<file path="src/rtl/message_scroll_source_pkg.sv">
// -----------------------------------------------------------------------------
// message_scroll_source_pkg
// Shared definitions for the scrolling-message character source:
//   - 2-bit letter codes understood by the per-digit displayer decoders
//   - controller state encoding
//   - clog2 helper for sizing counters and pointers from parameters
// -----------------------------------------------------------------------------
package message_scroll_source_pkg;

    localparam logic [1:0] CODE_D     = 2'b00;
    localparam logic [1:0] CODE_E     = 2'b01;
    localparam logic [1:0] CODE_ONE   = 2'b10;
    localparam logic [1:0] CODE_BLANK = 2'b11;

    typedef enum logic [1:0] {
        LOAD = 2'd0,
        RUN  = 2'd1,
        HOLD = 2'd2
    } state_e;

    // Number of bits needed to hold values 0..value-1 (minimum 1).
    function automatic int clog2(input int value);
        int result;
        int v;
        result = 0;
        v      = value - 1;
        while (v > 0) begin
            result = result + 1;
            v      = v >> 1;
        end
        if (result == 0) begin
            result = 1;
        end
        return result;
    endfunction

endpackage

</file>
<file path="src/rtl/message_scroll_source_key_press_detect.sv">
// -----------------------------------------------------------------------------
// key_press_detect
// Turns a raw active-low push-button into a single-cycle press pulse.
// The button is brought into the clk domain with a 2-flop synchroniser; a
// registered falling-edge detector then emits one pulse per press, so a held
// key produces exactly one event. The pulse is high in the cycle after the
// third clk edge following the key going low.
//
// Ports:
//   clk    in   system clock
//   aclr   in   asynchronous active-low reset (flops preset to "released")
//   key_n  in   raw push-button, active-low, asynchronous to clk
//   press  out  one-cycle pulse on each synchronised 1->0 transition
// -----------------------------------------------------------------------------
module key_press_detect (
    input  logic clk,
    input  logic aclr,
    input  logic key_n,
    output logic press
);

    logic sync1_q;
    logic sync2_q;
    logic prev_q;
    logic press_q;
    logic press_d;

    // Falling edge of the synchronised key level.
    assign press_d = prev_q & ~sync2_q;

    always_ff @(posedge clk or negedge aclr) begin
        if (!aclr) begin
            sync1_q <= 1'b1;
            sync2_q <= 1'b1;
            prev_q  <= 1'b1;
            press_q <= 1'b0;
        end else begin
            sync1_q <= key_n;
            sync2_q <= sync1_q;
            prev_q  <= sync2_q;
            press_q <= press_d;
        end
    end

    assign press = press_q;

endmodule

</file>
<file path="src/rtl/message_scroll_source.sv">
// -----------------------------------------------------------------------------
// message_scroll_source
// Character source for the six-digit seven-segment word display. A circular
// message of MSG_LEN letter codes is entered one character per key press in
// LOAD mode; in RUN mode a 6-character window rotates over the message once
// every TICK clock cycles. HOLD freezes the scroll while pause is high.
//
// Ports:
//   clk        in   system clock
//   aclr       in   asynchronous active-low reset
//   code_in    in   letter code to write (00=d, 01=E, 10=1, 11=blank)
//   wr_key     in   raw push-button, active-low, asynchronous
//   mode       in   0 = load, 1 = run
//   dir        in   0 = scroll left (base+1), 1 = scroll right (base-1)
//   pause      in   1 = freeze scrolling while running
//   c0..c5     out  window characters, c0 = leftmost digit (HEX5)
//   wr_ptr     out  next message slot to be written
//   running    out  high in RUN only
//   tick       out  one-cycle pulse on each scroll step
// -----------------------------------------------------------------------------
module message_scroll_source
    import message_scroll_source_pkg::*;
#(
    parameter int TICK    = 50000000,
    parameter int MSG_LEN = 8
) (
    input  logic                      clk,
    input  logic                      aclr,
    input  logic [1:0]                code_in,
    input  logic                      wr_key,
    input  logic                      mode,
    input  logic                      dir,
    input  logic                      pause,
    output logic [1:0]                c0,
    output logic [1:0]                c1,
    output logic [1:0]                c2,
    output logic [1:0]                c3,
    output logic [1:0]                c4,
    output logic [1:0]                c5,
    output logic [clog2(MSG_LEN)-1:0] wr_ptr,
    output logic                      running,
    output logic                      tick
);

    localparam int PW = clog2(MSG_LEN);
    localparam int TW = clog2(TICK);

    localparam logic [PW-1:0] LAST_SLOT  = PW'(MSG_LEN - 1);
    localparam logic [PW:0]   MSG_LEN_W  = (PW + 1)'(MSG_LEN);
    localparam logic [TW-1:0] PRESC_LAST = TW'(TICK - 1);

    state_e        state_q;
    state_e        state_d;
    logic [PW-1:0] wr_ptr_q;
    logic [PW-1:0] wr_ptr_d;
    logic [PW-1:0] base_q;
    logic [PW-1:0] base_d;
    logic [TW-1:0] presc_q;
    logic [TW-1:0] presc_d;
    logic [1:0]    mem_q [MSG_LEN];
    logic          wr_en;
    logic          press;
    logic          step;
    logic [1:0]    win [6];

    function automatic logic [PW-1:0] slot_inc(input logic [PW-1:0] s);
        return (s == LAST_SLOT) ? '0 : s + 1'b1;
    endfunction

    function automatic logic [PW-1:0] slot_dec(input logic [PW-1:0] s);
        return (s == '0) ? LAST_SLOT : s - 1'b1;
    endfunction

    key_press_detect u_key (
        .clk   (clk),
        .aclr  (aclr),
        .key_n (wr_key),
        .press (press)
    );

    // A step is tied to the RUN state only; HOLD never steps.
    assign step = (state_q == RUN) && (presc_q == PRESC_LAST);

    always_comb begin
        state_d  = state_q;
        wr_ptr_d = wr_ptr_q;
        base_d   = base_q;
        presc_d  = presc_q;
        wr_en    = 1'b0;

        case (state_q)
            LOAD: begin
                if (press) begin
                    wr_en    = 1'b1;
                    wr_ptr_d = slot_inc(wr_ptr_q);
                end
                if (mode) begin
                    state_d = RUN;
                    presc_d = '0;
                end
            end

            RUN: begin
                // A step due on this edge always happens, even when the same
                // edge leaves RUN; pause freezes the count only off-step.
                if (step) begin
                    presc_d = '0;
                    base_d  = dir ? slot_dec(base_q) : slot_inc(base_q);
                end else if (!pause) begin
                    presc_d = presc_q + 1'b1;
                end
                if (!mode) begin
                    state_d  = LOAD;
                    base_d   = '0;
                    wr_ptr_d = '0;
                    presc_d  = '0;
                end else if (pause) begin
                    state_d = HOLD;
                end
            end

            HOLD: begin
                if (!mode) begin
                    state_d  = LOAD;
                    base_d   = '0;
                    wr_ptr_d = '0;
                    presc_d  = '0;
                end else if (!pause) begin
                    state_d = RUN;
                end
            end

            default: begin
                state_d  = LOAD;
                base_d   = '0;
                wr_ptr_d = '0;
                presc_d  = '0;
            end
        endcase
    end

    always_ff @(posedge clk or negedge aclr) begin
        if (!aclr) begin
            state_q  <= LOAD;
            wr_ptr_q <= '0;
            base_q   <= '0;
            presc_q  <= '0;
        end else begin
            state_q  <= state_d;
            wr_ptr_q <= wr_ptr_d;
            base_q   <= base_d;
            presc_q  <= presc_d;
        end
    end

    always_ff @(posedge clk or negedge aclr) begin
        if (!aclr) begin
            for (int i = 0; i < MSG_LEN; i++) begin
                mem_q[i] <= CODE_BLANK;
            end
        end else if (wr_en) begin
            mem_q[wr_ptr_q] <= code_in;
        end
    end

    // base+k never exceeds 2*MSG_LEN-1 because MSG_LEN >= 6, so a single
    // compare-and-subtract gives the modulo.
    always_comb begin
        logic [PW:0] idx;
        idx = '0;
        win = '{default: CODE_BLANK};
        for (int k = 0; k < 6; k++) begin
            idx = {1'b0, base_q} + (PW + 1)'(k);
            if (idx >= MSG_LEN_W) begin
                idx = idx - MSG_LEN_W;
            end
            win[k] = mem_q[idx[PW-1:0]];
        end
    end

    assign c0      = win[0];
    assign c1      = win[1];
    assign c2      = win[2];
    assign c3      = win[3];
    assign c4      = win[4];
    assign c5      = win[5];
    assign wr_ptr  = wr_ptr_q;
    assign running = (state_q == RUN);
    assign tick    = step;

endmodule

</file>
<file path="config.mk">
export PLATFORM = sky130hd
export DESIGN_NAME = message_scroll_source
export DESIGN_NICKNAME = d
export VERILOG_FILES = /design/src/rtl/message_scroll_source_pkg.sv /design/src/rtl/message_scroll_source_key_press_detect.sv /design/src/rtl/message_scroll_source.sv
export SDC_FILE = /design/constraint.sdc
export NUM_CORES = 1
export LEC_CHECK = 0
export CAP_MARGIN = 30
export CORE_MARGIN = 2
export CORE_UTILIZATION = 55
export DETAILED_ROUTE_END_ITERATION = 8
export PLACE_DENSITY_LB_ADDON = 0.25
export SYNTH_ARGS = -nofsm -noshare
export SYNTH_HDL_FRONTEND = slang
export SYNTH_SLANG_ARGS = --single-unit
</file>
<file path="constraint.sdc">
create_clock -name clk -period 3.8 [get_ports clk]
set_input_delay 0.76 -clock clk [delete_from_list [all_inputs] [get_ports clk]]
set_output_delay 0.76 -clock clk [all_outputs]
set_load 0.02 [all_outputs]
</file>
Word level (Yosys, flattened, before mapping)
Cells that the tools add are included.

word-level totals
  input bits = 8
  output and inout bits = 17
  word-level logic and storage cells = 128
  flip-flop bits (word level) = 54

operators by class
  reductions and logical operators = 9
  bitwise operators = 10
  $lt $le $gt $ge = 14
  $add $sub $neg = 15
  multiplexer cells = 51
  equality and inequality tests = 13

operator list
  kind                                                                count
  two-way mux 26 bit                                                  5
  one-hot mux 26 bit (3 select lines)                                 1
  greater-or-equal comparator 4 bit (second input constant)           12
  two-way mux 3 bit                                                   14
  binary-select mux 2 bit (select 3 bit)                              6
  two-way mux 2 bit                                                   18
  NOT 3 -> 4 bit                                                      7
  adder 26 x 1 -> 26 bit (second input constant)                      1
  equality test 26 bit (second input constant)                        1
  subtractor 3 x 1 -> 3 bit (second input constant)                   7
  bitwise mux 16 bit                                                  1
  one-hot mux 3 bit (3 select lines)                                  1
  AND reduction 3 bit                                                 3
  adder 3 x 2 -> 4 bit (second input constant)                        2
  adder 3 x 3 -> 4 bit (second input constant)                        2
  adder 3 x 1 -> 3 bit (second input constant)                        2
  demux 2 bit (select 3 bit)                                          1
  equality test 3 bit (second input constant)                         2
  != test 2 bit (second input constant)                               3
  != test 3 bit (second input constant)                               2
  one-hot mux 2 bit (3 select lines)                                  1
  one-hot mux 3 bit (2 select lines)                                  1
  adder 3 x 1 -> 4 bit (second input constant)                        1
  greater-or-equal comparator 3 x 4 -> 1 bit (second input constant)  1
  other kinds (14)                                                    17

Longest topological paths before layout
  depth in word-level cells = 7
  mapped depth = 9
  mapped depth without buffers = 7

Modules after synthesis
A second synthesis with hierarchy kept.

second synthesis, totals
  cells, all modules = 341
  area total of the unflattened synthesis = 3,585.9 sq um

by module, submodules not included
  module                 times used  area an instance (sq um)  sequential area each (sq um)  cells each
  message_scroll_source  1           3,468.3                   1,271.2                       336
  key_press_detect       1           117.6                     103.8                         5

Worst setup path after synthesis
OpenSTA, ideal clock, no wires.

  path kind = reg2out
  from = reg base_q[1]
  to = out c1[1]
  arrival = 2.179 ns
  cell stages (with the launch flop) = 7
  path buffers = 2
  path slack = 0.861 ns
  cell sequence = dfrtp_1 clkbuf_1 inv_1 ha_1 clkbuf_1 mux4_2 mux2_2

on the way
  word-level cells in the longest chain between the ends = 7

ends and longest elaborated chain
  what                                                                                   RTL line                                                    source
  from (decl)                                                                            message_scroll_source.sv:56                                 logic [PW-1:0] base_q;
  from (signal assigned)                                                                 message_scroll_source.sv:151                                base_q <= base_d;
  adder 3 x 1 -> 4 bit (*)                                                               message_scroll_source.sv:173                                idx = {1'b0, base_q} + (PW + 1)'(k);
  greater-or-equal comparator 4 bit / subtractor 3 x 1 -> 3 bit (equally long branches)  message_scroll_source.sv:174, message_scroll_source.sv:175
  two-way mux 3 bit (*)                                                                  message_scroll_source.sv:174                                if (idx >= MSG_LEN_W) begin
  NOT 3 -> 4 bit (implied by the code) (*)                                               message_scroll_source.sv:177                                win[k] = mem_q[idx[PW-1:0]];
  binary-select mux 2 bit (select 3 bit) (*)                                             message_scroll_source.sv:177
  two-way mux 2 bit (implied by the code) (*) (2 in series)                              message_scroll_source.sv:177
  to (decl)                                                                              message_scroll_source.sv:35                                 output logic [1:0] c1,

Mark *: on every way between the ends. The rest lies on a longest branch, timed or not. The select of a mux whose other input is x is not followed.

Worst setup path after layout
Same ends and word-level chain as after synthesis.

==> flow_summary_export.csv <==
group,metric,value,unit
routing,detail_route.iter0.violations,199,
critical_path,path_max_fanout,9,
power_and_ir_drop,p_leak,0.00171,uW
timing,fmax,284,MHz
critical_path,worst-path-buf-inv,2,
floorplan,core_area,6280,um^2
cts,cts_setup_buffers,0,
finish,nNetsFinal,370,
critical_path,path_class,"reg2out",
timing,worstMarginPinSlew,0.735,ns
critical_path,cpPeakStageDelay,0.55,ns
critical_path,r2r_setup_slack,1.42,ns
critical_path,slowest_stage,"mux4_2",
finish,areaGrowthSynthToFinish,11.0,%
global_route,grt_antenna_before_repair,0,
routing,vias,2723,
critical_path,cp_data_arrival_time,2.77,ns
critical_path,required,3.04,ns
finish,drive_gt1_share,23.9,%
finish,most-common-layout-cells,"34 x dfrtp_1, 27 x mux2_2, 23 x clkdlybuf4s50_1",
cts,ctsResizeCount,0,
synthesis,ys_types,48,
timing,min_period,3.53,ns
finish,n_antenna_cell,0,
global_route,grt.total_usage,21.1,%
global_route,grt_pass1_wl,12.4,mm
timing,slew_headroom,51.0,%
critical_path,critPathLaunchType,"register",
floorplan,die_x,84.3,um
cts,clk-insertion-delay-late,0.31,ns
floorplan,initial_core_util,56.5,%
critical_path,ff2ff_path_depth,8,
timing,finClkSkew,0.0100,ns
synthesis,ys.warnings.count,0,
cts,postCtsHoldBufs,0,
synthesis,ys_seq_area_share,38.8,%
routing,post_drt_via_cell_ratio,6.36,
routing,antenna_left,0,
synthesis,synth-edff-count,0,
placement,post-dp-hpwl,5.19,mm
timing,setup_viol,0,
floorplan,io_pins,25,
global_route,grt_overflow,0,
timing,setup_tns,0,ns
timing,finalMaxSlewViolations,0,
flow_run,max-cap-violations,0,
global_route,grt_pass1_vias,2577,
critical_path,path_delay_family,"multiplexers",
floorplan,rows,29,
finish,layout_commonest_cell,"dfrtp_1",
synthesis,synthCells,330,
placement,gp_congestion,0.886,
run_status,status,"finished, final reports clean",
critical_path,path_cells,"inv_1, ha_1, mux4_2, mux2_2, clkdlybuf4s50_1",
synthesis,synth_seq_cells,54,
finish,fill_cells,501,
synthesis,syn_area_per_cell,10.8,um^2
synthesis,ys.flop_type,"dfrtp_1",
cts,cts_tree,"done",
cts,clkTransAtPathRegs,0.10,ns
timing,finalCritPeriodShare,92.8,%
critical_path,crit_cells,5,
routing,drt_wl_total,7.26,mm
floorplan,die_h,84.3,um
cts,cts-root-buf,"clkbuf_8",
critical_path,r2r-start,"state_q[1]",
cts,h-tree-depth,2,
routing,routedWlPerCell,17.0,um
cts,clockBufferDepth,2,
critical_path,cp-end-kind,"output pin",
critical_path,startpoint,"base_q[1]",
routing,drtPass1Iterations,5,
cts,clock_sinks,54,
worst_hold_path,hold_path_class,"reg2reg",
power_and_ir_drop,ir_drop,0.000298,V
cts,cts-buffers-inserted,5,
synthesis,syn_nets,350,
power_and_ir_drop,pwr_density_cell,459,nW/um^2
routing,route.detailed.drc,0,
global_route,grt_max_degree,29,
timing,hold_viol_final,0,
floorplan,die_area,7110,um^2
placement,io_buffers,24,
critical_path,r2r-end,"presc_q[15]",
synthesis,synthesis.area,3550,um^2
power_and_ir_drop,total_power,1810,uW
timing,rsz0062_at_grt,"false",
critical_path,endpoint,"c1[1]",
synthesis,async_reset_ff_share,100,%
[state kept, by name (all words and copies together), names as in the netlist]
signal         cells
presc_q           26
wr_ptr             3
mem_q             16
u_key.sync2_q      1
u_key.press        1
base_q             3
u_key.prev_q       1
u_key.sync1_q      1
state_q            2
[cell families after synthesis]
group	after synthesis	share of synthesized area, %
adder cells (fa/ha/maj)	12	4.23
AO/OA/AOI/OAI	56	11.6
flip-flops	54	38.8
buffers and inverters	28	3.77
multiplexers	46	19.6
XOR/XNOR	3	0.741
AND/OR/NAND/NOR	131	21.3
[per-layer routing]
layer	up-vias	wire length [um]	share of wire [%]	track usage, %
li1	1307	-	-	-
met1	1337	3580	49	31.6
met2	72	3280	45	32.7
met3	7	324	4.5	3.05
met4	0	73	1.0	5.28
met5	-	0	0	0
[report_power, final]
| part | total (uW) | switching [uW] | leakage, uW | internal (uW) |
|---|---|---|---|---|
| registers | 785 | 101 | 0.000680 | 684 |
| logic | 664 | 338 | 0.000984 | 327 |
| clock network | 359 | 189 | 0.0000496 | 170 |
[worst min-delay path by stage]
stage                       start       endpoint  slack [ns]  cells after the start
floorplan           u_key.sync1_q  u_key.sync2_q        0.35                      0
global placement    u_key.sync1_q  u_key.sync2_q        0.35                      0
detailed placement  u_key.sync1_q  u_key.sync2_q        0.35                      0
CTS                 u_key.sync1_q  u_key.sync2_q        0.37                      0
global route        u_key.sync1_q  u_key.sync2_q        0.37                      0
finish              u_key.sync1_q  u_key.sync2_q        0.36                      0
[final cells by class]
class                   instances  area [um^2]  share of cell area (%)
clock inverters                 1         7.51                   0.191
well taps                      77         96.3                    2.45
multi-input cells             248         2050                    52.0
clock buffers                   7         97.6                    2.48
inverters                      13         48.8                    1.24
repair buffers                 28          265                    6.73
flip-flops and latches         54         1380                    34.9
[stage by stage]
stage | setup WS [ns] | cell area (um^2) | hold slack, ns | std cells | util (%)
floorplan | 0.861 | 3550 | 0.345 | 330 | -
global placement | 0.541 | 3820 | 0.353 | 420 | 60.9
detailed placement | 0.496 | 3820 | 0.352 | 420 | 60.9
CTS | 0.140 | 3930 | 0.366 | 428 | 62.6
global route | 0.126 | 3940 | 0.370 | 428 | 62.7
finish | 0.273 | 3940 | 0.365 | 428 | 62.7
[cell usage after synthesis (2+ instances only)]
| cell type | n | share of area (%) |
|---|---|---|
| mux2_2 | 27 | 8.6 |
| and4_1 | 5 | 1.2 |
| dfrtp_1 | 35 | 25 |
| nor4_2 | 2 | 0.71 |
| nand3_1 | 14 | 2.0 |
| nor2b_1 | 5 | 0.88 |
| nor3b_1 | 4 | 0.85 |
| inv_1 | 13 | 1.4 |
| nor2_1 | 15 | 1.6 |
| a21o_1 | 2 | 0.42 |
| a221o_1 | 4 | 1.1 |
| a31oi_1 | 2 | 0.35 |
| dfstp_2 | 19 | 14 |
| nor4_1 | 3 | 0.53 |
| and3_1 | 16 | 2.8 |
| ha_1 | 12 | 4.2 |
| buf_6 | 3 | 0.95 |
| a211o_1 | 12 | 3.0 |
| nor4bb_1 | 2 | 0.56 |
| o21ai_0 | 16 | 2.3 |
| mux2i_1 | 2 | 0.56 |
| mux4_2 | 16 | 10 |
| xnor2_1 | 3 | 0.74 |
| nor3_1 | 16 | 2.3 |
| o2bb2ai_1 | 3 | 0.74 |
| and2_1 | 5 | 0.88 |
| buf_2 | 5 | 0.71 |
| or3_1 | 4 | 0.71 |
| nand4_1 | 12 | 2.1 |
| a22o_1 | 6 | 1.5 |
| a21oi_1 | 4 | 0.56 |
| nand2_1 | 22 | 2.3 |
| clkbuf_1 | 6 | 0.63 |
Note: power is estimated with default switching activity, not from simulation.
